<file path="src/rtl/multicycle_control_fsm.sv">
`default_nettype none
// multicycle_control_fsm: Moore main control unit for the multi-cycle MIPS datapath. Rev 1.0.
// Optional macro ILLEGAL_OP_TRAP_EN parks the FSM in TRAP on an unsupported opcode until reset.
module multicycle_control_fsm #(
  parameter int STATE_W = 4
) (
  input  logic               clk,
  input  logic               reset,
  input  logic [5:0]         Opcode,
  input  logic               MemReady,
  output logic               PCWrite,
  output logic               PCWriteCond,
  output logic               BranchNE,
  output logic               IorD,
  output logic               MemRead,
  output logic               MemWrite,
  output logic               IRWrite,
  output logic               MemtoReg,
  output logic               RegDst,
  output logic               RegWrite,
  output logic               ExtSel,
  output logic               ALUSrcA,
  output logic [1:0]         ALUSrcB,
  output logic [1:0]         PCSource,
  output logic [2:0]         ALUOp,
  output logic               IllegalOp,
  output logic [STATE_W-1:0] State
);

  localparam logic [5:0] OP_R    = 6'b000000;
  localparam logic [5:0] OP_ADDI = 6'b001000;
  localparam logic [5:0] OP_ORI  = 6'b001101;
  localparam logic [5:0] OP_ANDI = 6'b001100;
  localparam logic [5:0] OP_LUI  = 6'b001111;
  localparam logic [5:0] OP_LW   = 6'b100011;
  localparam logic [5:0] OP_SW   = 6'b101011;
  localparam logic [5:0] OP_BEQ  = 6'b000100;
  localparam logic [5:0] OP_BNE  = 6'b000101;
  localparam logic [5:0] OP_J    = 6'b000010;

  typedef enum logic [STATE_W-1:0] {
    FETCH, DECODE, EXEC_R, R_WB, EXEC_I, I_WB,
    MEM_ADDR, MEM_READ, MEM_WB, MEM_WRITE, BRANCH, JUMP
`ifdef ILLEGAL_OP_TRAP_EN
    , TRAP
`endif
  } state_t;

  state_t     state;
  state_t     state_next;
  logic       illegal_flag;
  logic       set_illegal;
  logic [2:0] imm_alu_op;
  logic       imm_zero_ext;

  always_ff @(posedge clk or negedge reset) begin
    if (!reset) begin
      state        <= FETCH;
      illegal_flag <= 1'b0;
    end else begin
      state <= state_next;
      if (set_illegal) illegal_flag <= 1'b1;
    end
  end

  assign State     = state;
  assign IllegalOp = illegal_flag;

  // Immediate-class ALU operation, shared by EXEC_I and I_WB (IR is stable in both).
  always_comb begin
    imm_alu_op   = 3'b100;
    imm_zero_ext = 1'b0;
    case (Opcode)
      OP_ORI:  begin imm_alu_op = 3'b101; imm_zero_ext = 1'b1; end
      OP_ANDI: begin imm_alu_op = 3'b110; imm_zero_ext = 1'b1; end
      OP_LUI:  imm_alu_op = 3'b010;
      default: ;
    endcase
  end

  always_comb begin
    state_next  = FETCH;
    set_illegal = 1'b0;
    PCWrite     = 1'b0;
    PCWriteCond = 1'b0;
    BranchNE    = 1'b0;
    IorD        = 1'b0;
    MemRead     = 1'b0;
    MemWrite    = 1'b0;
    IRWrite     = 1'b0;
    MemtoReg    = 1'b0;
    RegDst      = 1'b0;
    RegWrite    = 1'b0;
    ExtSel      = 1'b0;
    ALUSrcA     = 1'b0;
    ALUSrcB     = 2'b00;
    PCSource    = 2'b00;
    ALUOp       = 3'b100;
    case (state)
      FETCH: begin
        MemRead    = 1'b1;
        ALUSrcB    = 2'b01;
        IRWrite    = MemReady;
        PCWrite    = MemReady;
        state_next = MemReady ? DECODE : FETCH;
      end
      DECODE: begin
        ALUSrcB = 2'b11;
        case (Opcode)
          OP_R:                             state_next = EXEC_R;
          OP_ADDI, OP_ORI, OP_ANDI, OP_LUI: state_next = EXEC_I;
          OP_LW, OP_SW:                     state_next = MEM_ADDR;
          OP_BEQ, OP_BNE:                   state_next = BRANCH;
          OP_J:                             state_next = JUMP;
          default: begin
            set_illegal = 1'b1;
`ifdef ILLEGAL_OP_TRAP_EN
            state_next  = TRAP;
`else
            state_next  = FETCH;
`endif
          end
        endcase
      end
      EXEC_R: begin
        ALUSrcA    = 1'b1;
        ALUOp      = 3'b111;
        state_next = R_WB;
      end
      R_WB: begin
        RegDst   = 1'b1;
        RegWrite = 1'b1;
      end
      EXEC_I: begin
        ALUSrcA    = 1'b1;
        ALUSrcB    = 2'b10;
        ALUOp      = imm_alu_op;
        ExtSel     = imm_zero_ext;
        state_next = I_WB;
      end
      I_WB: begin
        RegWrite = 1'b1;
        ALUOp    = imm_alu_op;
        ExtSel   = imm_zero_ext;
      end
      MEM_ADDR: begin
        ALUSrcA    = 1'b1;
        ALUSrcB    = 2'b10;
        state_next = (Opcode == OP_SW) ? MEM_WRITE : MEM_READ;
      end
      MEM_READ: begin
        MemRead    = 1'b1;
        IorD       = 1'b1;
        state_next = MemReady ? MEM_WB : MEM_READ;
      end
      MEM_WB: begin
        MemtoReg = 1'b1;
        RegWrite = 1'b1;
      end
      MEM_WRITE: begin
        MemWrite   = 1'b1;
        IorD       = 1'b1;
        state_next = MemReady ? FETCH : MEM_WRITE;
      end
      BRANCH: begin
        ALUSrcA     = 1'b1;
        ALUOp       = 3'b011;
        PCWriteCond = 1'b1;
        PCSource    = 2'b01;
        BranchNE    = (Opcode == OP_BNE);
      end
      JUMP: begin
        PCWrite  = 1'b1;
        PCSource = 2'b10;
      end
`ifdef ILLEGAL_OP_TRAP_EN
      TRAP: state_next = TRAP;
`endif
      default: state_next = FETCH;
    endcase
  end

endmodule
`default_nettype wire

</file>
<file path="config.mk">
export PLATFORM = sky130hd
export DESIGN_NAME = multicycle_control_fsm
export DESIGN_NICKNAME = d
export VERILOG_FILES = /design/src/rtl/multicycle_control_fsm.sv
export SDC_FILE = /design/constraint.sdc
export NUM_CORES = 1
export LEC_CHECK = 0
export BUFFER_PORTS_ARGS = -buffer_cell sky130_fd_sc_hd__buf_2
export CAP_MARGIN = 20
export CELL_PAD_IN_SITES_DETAIL_PLACEMENT = 0
export CELL_PAD_IN_SITES_GLOBAL_PLACEMENT = 1
export CORE_MARGIN = 2
export CORE_UTILIZATION = 28
export DETAILED_ROUTE_END_ITERATION = 8
export PLACE_DENSITY = 0.8
export SLEW_MARGIN = 20
export SYNTH_ARGS = -nofsm -noshare
export SYNTH_HDL_FRONTEND = slang
export SYNTH_SLANG_ARGS = --single-unit
</file>
<file path="constraint.sdc">
create_clock -name clk -period 1.1 [get_ports clk]
set_input_delay 0.055 -clock clk [delete_from_list [all_inputs] [get_ports clk]]
set_output_delay 0.055 -clock clk [all_outputs]
set_load 0.005 [all_outputs]
</file>
==> impl_metrics.toml, run 1 <==
[outcome]
status = "finished, violations left"
violations = "setup timing"

[worst_setup_path]
worstReg2RegEnd = "State[3]$_DFF_PN0_"
crit_type = "reg -> out"
r2r_setup_slack_ns = -0.19
worst_ep_arrival_time_ns = 1.42
r2r_start = "State[2]$_DFF_PN0_"
startpoint_type = "flop"
endpoint_kind = "primary output"
r2r_cells = 6
critical_path_required_ns = 1.04
worstPathMaxFanout = 5

[die]
rows = 18
die_area_um2 = 3020
ios = 33
die-height_um = 55.0
die_w_um = 55.0
core_um2 = 2480
start_util = 0.293

[timing]
post-route-min-period_ns = 1.48
clock.fmax_ghz = 0.677
maxSlewHeadroom = 0.783
setup_viol = 24
setup_tns_ns = -6.01
worstMarginPinSlew_ns = 0.325
finalCritPeriodShare = 1.34
setup_slack_ns = -0.376
hold_viol_final = 0
maxSlewViolCount = 0
rsz0062_at_grt = "true"
finClkSkew_ns = 0.00133

[hold_path]
hp-class = "in -> async"

[pwr]
vdd_ir_drop_max_mv = 1.07
p_leak_nw = 0.668
p_per_area_nw_per_um2 = 1830

[detailed_routing]
dr_total_vias = 1009
wl_per_cell_um = 13.8
drt_first_pass_iters = 4
drt_iter0_drc = 16
wirelength_um = 2730
via_per_inst = 5.10
drt.antenna.violating_nets = 0
drc_errors = 0

[yosys]
synth_ff_type = "dfrtp_1"
synth_nets = 112
synth_edf_count = 0
async_reset_ff_frac = 1.00
synth_area_um2 = 727
synth_seq_area_share = 0.172
yosys_warnings = 0
ys_seq_elements = 5
netlist_instances = 103
synthTopCellsByArea = "dfrtp_1 (17%), nor2_1 (7.2%), nand2b_1 (5.2%)"
synth.distinct_cells = 40
synth.top_cell.area_share = 0.172
synth_top_cell_by_area = "dfrtp_1"
syn_area_per_cell_um2 = 7.06

[clock_tree]
cts_made_buffers = 3
htreeDepth = 1
cts_root_buf = "clkbuf_4"
max-clock-path-buffers = 2
clk_pin_slew_ns = 0.04
cts_tree = "built"
clkSinkCount = 5
clk_latency_ns = 0.24

[global_routing]
grt_pass1_vias = 883
grt_pass1_wl_um = 4020
grt_util_all_layers = 0.187
grt_max_degree = 11
gr-total-overflow = 0
antenna_found_initial = 0

[layout]
drive_gt1_frac = 0.649
utilization = 0.560
fill_cells = 244
syn_to_final_growth_pct = 90.9
register_area_um2 = 129
final_nets = 178
num_antenna_cells = 0
multi_input_area_um2 = 678

[place]
gp_congestion = 0.801
portBuffers = 32
dp_hpwl_um = 1920

[flow_run]
drv_cap = 0
cell usage after synthesis (all sizes together) (2+ instances only):
master,instances
nand3,5
a21o,2
o21ai,8
a21oi,6
a31oi,3
nand2b,7
nor2,14
xor2,2
and4b,2
nor3,8
nand4,3
nand2,8
buf,8
and2,4
nor2b,2
inv,4
dfrtp,5
or3,2
critical path, stage by stage (launching register included):
cell     delay [ns]
dfrtp_2        0.44
buf_4          0.17
buf_4          0.15
xor2_1         0.13
a21o_1         0.17
buf_2          0.12
worst max path at each step:
stage,startpoint,slack [ns],end
floorplan,State[2]$_DFF_PN0_,-0.005,IllegalOp$_DFFE_PN0P_
global placement,State[1]$_DFF_PN0_,-0.1,State[3]$_DFF_PN0_
detailed placement,State[1]$_DFF_PN0_,-0.12,ALUOp[0]
CTS,State[2]$_DFF_PN0_,-0.35,MemRead
global route,State[1]$_DFF_PN0_,-0.44,PCWrite
finish,State[1]$_DFF_PN0_,-0.38,RegWrite
kinds of logic after synthesis:
| logic type | count (synthesis) | synth area share |
|---|---|---|
| buf+inv | 12 | 0.0964 |
| xor+xnor | 2 | 0.0241 |
| simple gates | 58 | 0.463 |
| mux | 1 | 0.0138 |
| compound gates | 25 | 0.231 |
| flops | 5 | 0.172 |
flip-flops by register name, indices dropped and copies added (netlist names):
register and cells:
State 4, IllegalOp 1
final cells by class:
| type | count | area share |
|---|---|---|
| Multi-Input combinational cell | 86 | 0.489 |
| Timing Repair Buffer | 69 | 0.358 |
| Sequential cell | 5 | 0.0929 |
| Tap cell | 30 | 0.0271 |
| Clock buffer | 4 | 0.0189 |
| Inverter | 4 | 0.0144 |
timing repair:
action,in CTS,in global routing
hold buffers,1,0
buffers inserted,5,11
hold endpoints to repair,5,0
gates resized for setup,23,21
pin swaps,7,14
setup endpoints to repair,25,27
metrics by stage:
stage / hold WS [ns] / cell area, um^2 / cells / setup slack (ns) / power, W
CTS: 0.156 / 1250 / 188 / -0.349 / 0.00220
global placement: -0.122 / 1070 / 178 / -0.0997 / 0.00172
finish: 0.159 / 1390 / 198 / -0.376 / 0.00254
global route: 0.182 / 1390 / 198 / -0.437 / 0.00275
floorplan: -0.241 / 786 / 103 / -0.00496 / 0.00116
detailed placement: -0.118 / 1070 / 178 / -0.116 / 0.00175
per-layer routing:
metal  vias up  track usage  share of wire  wire [um]
met2        33        0.347           0.53       1440
met4         0       0.0854          0.016         44
met5         -            0              0          0
met3         6       0.0376          0.058        157
li1        500            -              -          -
met1       470        0.202           0.40       1080
power by group:
group	switching (W)	total [W]	internal, W
Sequential	0.0000912	0.000327	0.000236
Combinational	0.000957	0.00200	0.00104
Clock	0.0000785	0.000216	0.000137
placed cells by master, fill, tap and decap left out, types with 3 or more instances in the layout:
master	instances
a21oi_1	3
a21oi_2	3
a31oi_1	3
and2_1	4
buf_2	29
buf_4	26
buf_6	13
clkbuf_4	3
dfrtp_2	3
nand2_1	5
nand2_2	3
nand2b_1	5
nand3_1	4
nor2_1	11
nor2_4	3
nor3_2	4
nor3_4	3
o21ai_1	5
No activity file was read; power rests on OpenSTA's default activity.
==> run 2: changes to the inputs <==
==> constraint.sdc (replaced) <==
create_clock -name clk -period 1.32 [get_ports clk]
set_input_delay 0.066 -clock clk [delete_from_list [all_inputs] [get_ports clk]]
set_output_delay 0.066 -clock clk [all_outputs]
set_load 0.005 [all_outputs]
==> run 2 against run 1 <==
Compared with the run above:
- the flow still finishes with violations (setup timing)
- sequential power down 9.2%
- worst setup slack better by 0.28 ns
- sequential share of layout area up 1.7 points
==> impl_metrics.toml, run 2 (synthesis gave the netlist of run 1 again) <==
[layout]
syn_to_final_growth_pct = 60.9
utilization = 0.472
final_common_cell = "buf_2"
num_antenna_cells = 0
largest_reg_flops = 4
drive_gt1_frac = 0.556
final_nets = 161
mostFrequentLayoutCells = "buf_2 (32), buf_4 (13), nor2_1 (11)"

[worst_setup_path]
r2r_cells = 5
endpoint_kind = "primary output"
slowest_delay_ns = 0.47
critPathSlowestCell = "dfrtp_2"
crit_type = "reg -> out"
path_cells = "buf_6 -> nor2_2 -> nand2_1 -> o21ai_1 -> and2_1 -> buf_2"
critical_path_required_ns = 1.25
r2r_setup_slack_ns = 0.03
startpoint_type = "flop"
r2r_start = "State[2]$_DFF_PN0_"
worstReg2RegEnd = "State[2]$_DFF_PN0_"
worst_ep_arrival_time_ns = 1.35
worstPathMaxFanout = 7

[global_routing]
grt_pass1_wl_um = 3410
grt_max_degree = 17
gr-total-overflow = 0
grt_pass1_vias = 804
antenna_found_initial = 0
grt_util_all_layers = 0.155

[clock_tree]
cts_tree = "built"
clkSinkCount = 5
cts_root_buf = "clkbuf_4"
cts_made_buffers = 3
max-clock-path-buffers = 2
clk_pin_slew_ns = 0.05
htreeDepth = 1
clk_latency_ns = 0.24

[die]
core_um2 = 2480
start_util = 0.293
ios = 33
die_area_um2 = 3020
rows = 18
die_w_um = 55.0
die-height_um = 55.0

[place]
gp_congestion = 0.844
place_ws_ns = 0.0517
portBuffers = 32
dp_hpwl_um = 1730

[detailed_routing]
dr_total_vias = 921
drt_iter0_drc = 7
wl_per_cell_um = 13.1
wirelength_um = 2370
via_per_inst = 5.09
drc_errors = 0
drt_first_pass_iters = 4
drt.antenna.violating_nets = 0

[hold_path]
hp-class = "in -> async"

[timing]
finalCritPeriodShare = 1.07
rsz0062_at_grt = "true"
hold_viol_final = 0
setup_viol = 8
maxSlewViolCount = 0
maxSlewHeadroom = 0.834
worstMarginPinSlew_ns = 0.247
hold-worst-slack_ns = 0.176
setup_tns_ns = -0.427
post-route-min-period_ns = 1.42
clock.fmax_ghz = 0.705
setup_slack_ns = -0.0980
finClkSkew_ns = 0.00831

[pwr]
power_frac_comb = 0.743
p_switching_w = 0.000833
p_per_area_nw_per_um2 = 1570
total_power_w = 0.00184
vdd_ir_drop_max_mv = 0.707
p_leak_nw = 0.564
pwr-share-clk = 0.095
share_seq_of_total_power = 0.161
p_int_w = 0.00101
switching_share = 0.453

[outcome]
violations = "setup timing"
status = "finished, violations left"

[flow_run]
drv_cap = 0
==> run 2: area by class of cell <==
cell class / instances / area [um^2]
repair buffers: 52 / 335
clock buffers: 4 / 26.3
fillers: 270 / 1310
inverters: 4 / 17.5
flip-flops and latches: 5 / 129
well taps: 30 / 37.5
multi-input cells: 86 / 624
==> run 2: worst max path at each step <==
| stage | from | end | cells after the start |
|---|---|---|---|
| floorplan | State[2]$_DFF_PN0_ | BranchNE | 4 |
| finish | State[1]$_DFF_PN0_ | IorD | 6 |
| CTS | State[2]$_DFF_PN0_ | ALUOp[0] | 4 |
| global placement | State[2]$_DFF_PN0_ | ALUOp[0] | 4 |
| global route | State[1]$_DFF_PN0_ | IorD | 6 |
| detailed placement | State[2]$_DFF_PN0_ | ALUOp[0] | 4 |
==> run 2: metrics by stage <==
step | instances | cell area [um^2]
finish | 181 | 1170
global route | 181 | 1170
detailed placement | 168 | 952
CTS | 180 | 1110
floorplan | 103 | 727
global placement | 168 | 952
==> run 2: routing by layer <==
metal / vias up / global-route usage / wire (um)
met5: - / 0 / 0
met4: 0 / 0.0447 / 49
met3: 4 / 0.0215 / 100
met2: 27 / 0.278 / 1190
met1: 427 / 0.192 / 1030
li1: 463 / - / -
==> run 2: timing repair <==
action | in CTS | in global routing
hold buffers | 1 | 0
buffers inserted | 7 | 1
setup endpoints to repair | 15 | 21
pin swaps | 4 | 2
resized for setup | 17 | 13
endpoints found under the hold margin | 5 | 0
==> run 2: worst max-delay path: cells and delay by family, from the launching register on <==
| family | cells | cell delay, ns |
|---|---|---|
| AND/OR/NAND/NOR | 3 | 0.29 |
| AO/OA/AOI/OAI | 1 | 0.07 |
| flip-flops | 1 | 0.47 |
| buffers and inverters | 2 | 0.27 |
==> run 2: power by group through the flow <==
stage / Clock, W / Sequential (W) / Combinational, W
after floorplan: 0 / 0.000226 / 0.000643
after global placement: 0 / 0.000269 / 0.000987
after detailed placement: 0 / 0.000273 / 0.000997
after CTS: 0.000177 / 0.000295 / 0.00122
after global routing: 0.000199 / 0.000307 / 0.00147
final: 0.000176 / 0.000297 / 0.00137
==> run 3: changes to the inputs <==
--- a/config.mk
+++ b/config.mk
@@ -5,14 +5,15 @@
 export SDC_FILE = /design/constraint.sdc
 export NUM_CORES = 1
 export LEC_CHECK = 0
+export ABC_AREA = 1
 export BUFFER_PORTS_ARGS = -buffer_cell sky130_fd_sc_hd__buf_2
 export CAP_MARGIN = 20
 export CELL_PAD_IN_SITES_DETAIL_PLACEMENT = 0
 export CELL_PAD_IN_SITES_GLOBAL_PLACEMENT = 1
 export CORE_MARGIN = 2
-export CORE_UTILIZATION = 28
+export CORE_UTILIZATION = 23
 export DETAILED_ROUTE_END_ITERATION = 8
-export PLACE_DENSITY = 0.8
+export PLACE_DENSITY = 0.78
 export SLEW_MARGIN = 20
 export SYNTH_ARGS = -nofsm -noshare
 export SYNTH_HDL_FRONTEND = slang
==> run 3 against run 2 <==
Compared with the run above:
- the flow still finishes with violations (setup timing)
- hold slack lost 0.035 ns
- maximum frequency rose by 5.2%
- synthesized cell count up 13%
- wire length is 23% lower
- combinational power decreased by 32%
- register-to-register slack improved by 0.12 ns
- highest routed layer is now met3
- global-route usage shrank 2.6 points
- sequential share of layout area up 2.8 points
- critical path depth down 2
==> impl_metrics.toml, run 3 <==
[hold_path]
hp-class = "in -> reg"

[worst_setup_path]
crit_type = "reg -> out"
path_cells = "nor2_4 -> nand3_1 -> o21ai_0 -> buf_2"
r2r_setup_slack_ns = 0.15
critical_path_required_ns = 1.25
endpoint_kind = "primary output"
crit_buf_inv = 1
crit_end = "PCWrite"
worstPathMaxFanout = 5
critPathSlowestCell = "dfrtp_2"
r2r_cells = 9
path_depth = 4
worst_ep_arrival_time_ns = 1.28
crit_start = "State[3]$_DFF_PN0_"
worstReg2RegEnd = "State[2]$_DFF_PN0_"
r2r_start = "State[2]$_DFF_PN0_"
slowest_delay_ns = 0.47
crit_family = "flip-flops"
startpoint_type = "flop"

[layout]
mostFrequentLayoutCells = "buf_2 (32), nand2_1 (31), nor2_1 (20)"
num_antenna_cells = 0
syn_to_final_growth_pct = 57.5
stdcell_count = 187
final_common_cell = "buf_2"
largest_reg_flops = 4
drive_gt1_frac = 0.427
postLayoutCellArea_um2 = 932
final_nets = 167

[yosys]
synthTopCellsByArea = "nand2_1 (23%), dfrtp_1 (21%), nor2_1 (16%)"
synth_common_cells = "nand2_1 (37), nor2_1 (26), inv_1 (21), nand3_1 (7), o21ai_0 (6)"
synth_top_cell_by_area = "nand2_1"
synth_area_um2 = 592
syn_area_per_cell_um2 = 5.10
async_reset_ff_frac = 1.00
synth_nets = 125
synth.top_cell.area_share = 0.235
netlist_instances = 116
synth_edf_count = 0
yosysMostFrequentCell = "nand2_1"
synth_seq_area_share = 0.211
ys_seq_elements = 5
yosys_warnings = 0
synth.distinct_cells = 13
synth_ff_type = "dfrtp_1"

[timing]
setup_viol = 5
worstMarginPinSlew_ns = 0.299
hold_viol_final = 0
finalCritPeriodShare = 1.02
finClkSkew_ns = 0.00826
maxSlewViolCount = 0
rsz0062_at_grt = "true"
post-route-min-period_ns = 1.35
setup_slack_ns = -0.0284
clock.fmax_ghz = 0.742
hold-worst-slack_ns = 0.141
maxSlewHeadroom = 0.800

[place]
portBuffers = 32
placed_area_um2 = 790
dp_hpwl_um = 1480
gp_congestion = 0.818
placed_cells = 178

[pwr]
pwr-share-clk = 0.128
vdd_ir_drop_max_mv = 0.678
p_switching_w = 0.000678
switching_share = 0.484
p_leak_nw = 0.591
p_int_w = 0.000723
power_frac_comb = 0.666
share_seq_of_total_power = 0.205
p_per_area_nw_per_um2 = 1500

[clock_tree]
htreeDepth = 1
cts_root_buf = "clkbuf_4"
clkSinkCount = 5
cts_made_buffers = 3
clk_latency_ns = 0.25
cts_tree = "built"
max-clock-path-buffers = 2
clk_pin_slew_ns = 0.05

[detailed_routing]
wl_met2_um = 936
drt.antenna.violating_nets = 0
wl_met3_um = 73
drc_errors = 0
wl_met1_um = 815
via_per_inst = 4.40
drt_first_pass_iters = 4
highest_layer = "met3"
drt_iter0_drc = 13
wl_per_cell_um = 9.76
dr_total_vias = 822
wirelength_um = 1830

[outcome]
violations = "setup timing"
status = "finished, violations left"

[die]
die_area_um2 = 2990
ios = 33
core_um2 = 2450
rows = 18
die_w_um = 54.7
die-height_um = 54.7
start_util = 0.241

[global_routing]
grt_util_all_layers = 0.129
gr-total-overflow = 0
grt_pass1_vias = 707
grt_pass1_wl_um = 2850
antenna_found_initial = 0
grt_max_degree = 8

[flow_run]
drv_cap = 0
run 3: changes by cell type in the layout (fill, tap and decap cells not counted), sizes merged, moves of 3 or more:
cell / change
inv: +18
nor2: +16
buf: -14
and2: -4
nand2b: -7
a31oi: -3
a21oi: -5
nand2: +31
nor3: -8
run 3: final cells by class:
type,instances,area [um^2]
clock buffers,4,26.3
fillers,295,1520
inverters,22,82.6
multi-input cells,88,445
flip-flops and latches,5,129
well taps,30,37.5
repair buffers,38,211
run 3: kinds of logic (layout without fill, tap and decap cells):
group                  count (synthesis)  after routing  share of synthesized area
AO/OA/AOI/OAI                          8              8                     0.0719
buffers and inverters                 23             64                      0.152
flip-flops                             5              5                      0.211
AND/OR/NAND/NOR                       80             80                      0.564
run 3: power by group through the flow:
stage / combinational, W / sequential, W / clock [W]
after floorplan: 0.000427 / 0.000250 / 0
after global placement: 0.000730 / 0.000256 / 0
after detailed placement: 0.000732 / 0.000257 / 0
after CTS: 0.000860 / 0.000258 / 0.000190
after global routing: 0.00106 / 0.000292 / 0.000195
final: 0.000934 / 0.000287 / 0.000180
run 3: what timing repair did:
action / CTS / global route
hold buffers: 1 / 0
buffers inserted: 4 / 0
resized for setup: 11 / 19
pin swaps: 4 / 7
setup endpoints to repair: 10 / 17
endpoints found under the hold margin: 5 / 0
run 3: stage by stage:
| step | setup TNS [ns] | total power, W | worst slack (ns) | util |
|---|---|---|---|---|
| after floorplan | 0 | 0.000677 | 0.236 | - |
| after global placement | 0 | 0.000987 | 0.151 | 0.322 |
| after detailed placement | 0 | 0.000989 | 0.134 | 0.322 |
| after CTS | -0.210 | 0.00131 | -0.0538 | 0.358 |
| after global routing | -0.938 | 0.00155 | -0.0991 | 0.380 |
| final | -0.0860 | 0.00140 | -0.0284 | 0.380 |
run 3: how the worst min path moves through the flow:
stage,to,startpoint,depth (start not counted)
2_1_floorplan,IllegalOp$_DFFE_PN0P_,reset,0
3_3_place_gp,State[3]$_DFF_PN0_,reset,1
3_5_place_dp,State[0]$_DFF_PN0_,reset,1
4_1_cts,State[3]$_DFF_PN0_,MemReady,3
5_1_grt,State[3]$_DFF_PN0_,MemReady,3
6_report,State[3]$_DFF_PN0_,MemReady,3
run 3: routing by layer:
layer  track usage  vias to the layer above
met5             0                        -
met4        0.0625                        0
met3       0.00820                        0
met2         0.224                       21
met1         0.160                      366
li1              -                      435
run 3: worst register-to-register path, stage by stage, from the launching register on:
cell     delay [ns]
dfrtp_1        0.39
inv_2          0.12
nor2_4         0.04
buf_4          0.15
nand2_4        0.08
nor2_4         0.04
inv_1          0.06
nand2_1        0.05
nor2_1         0.08
nand2_1        0.05
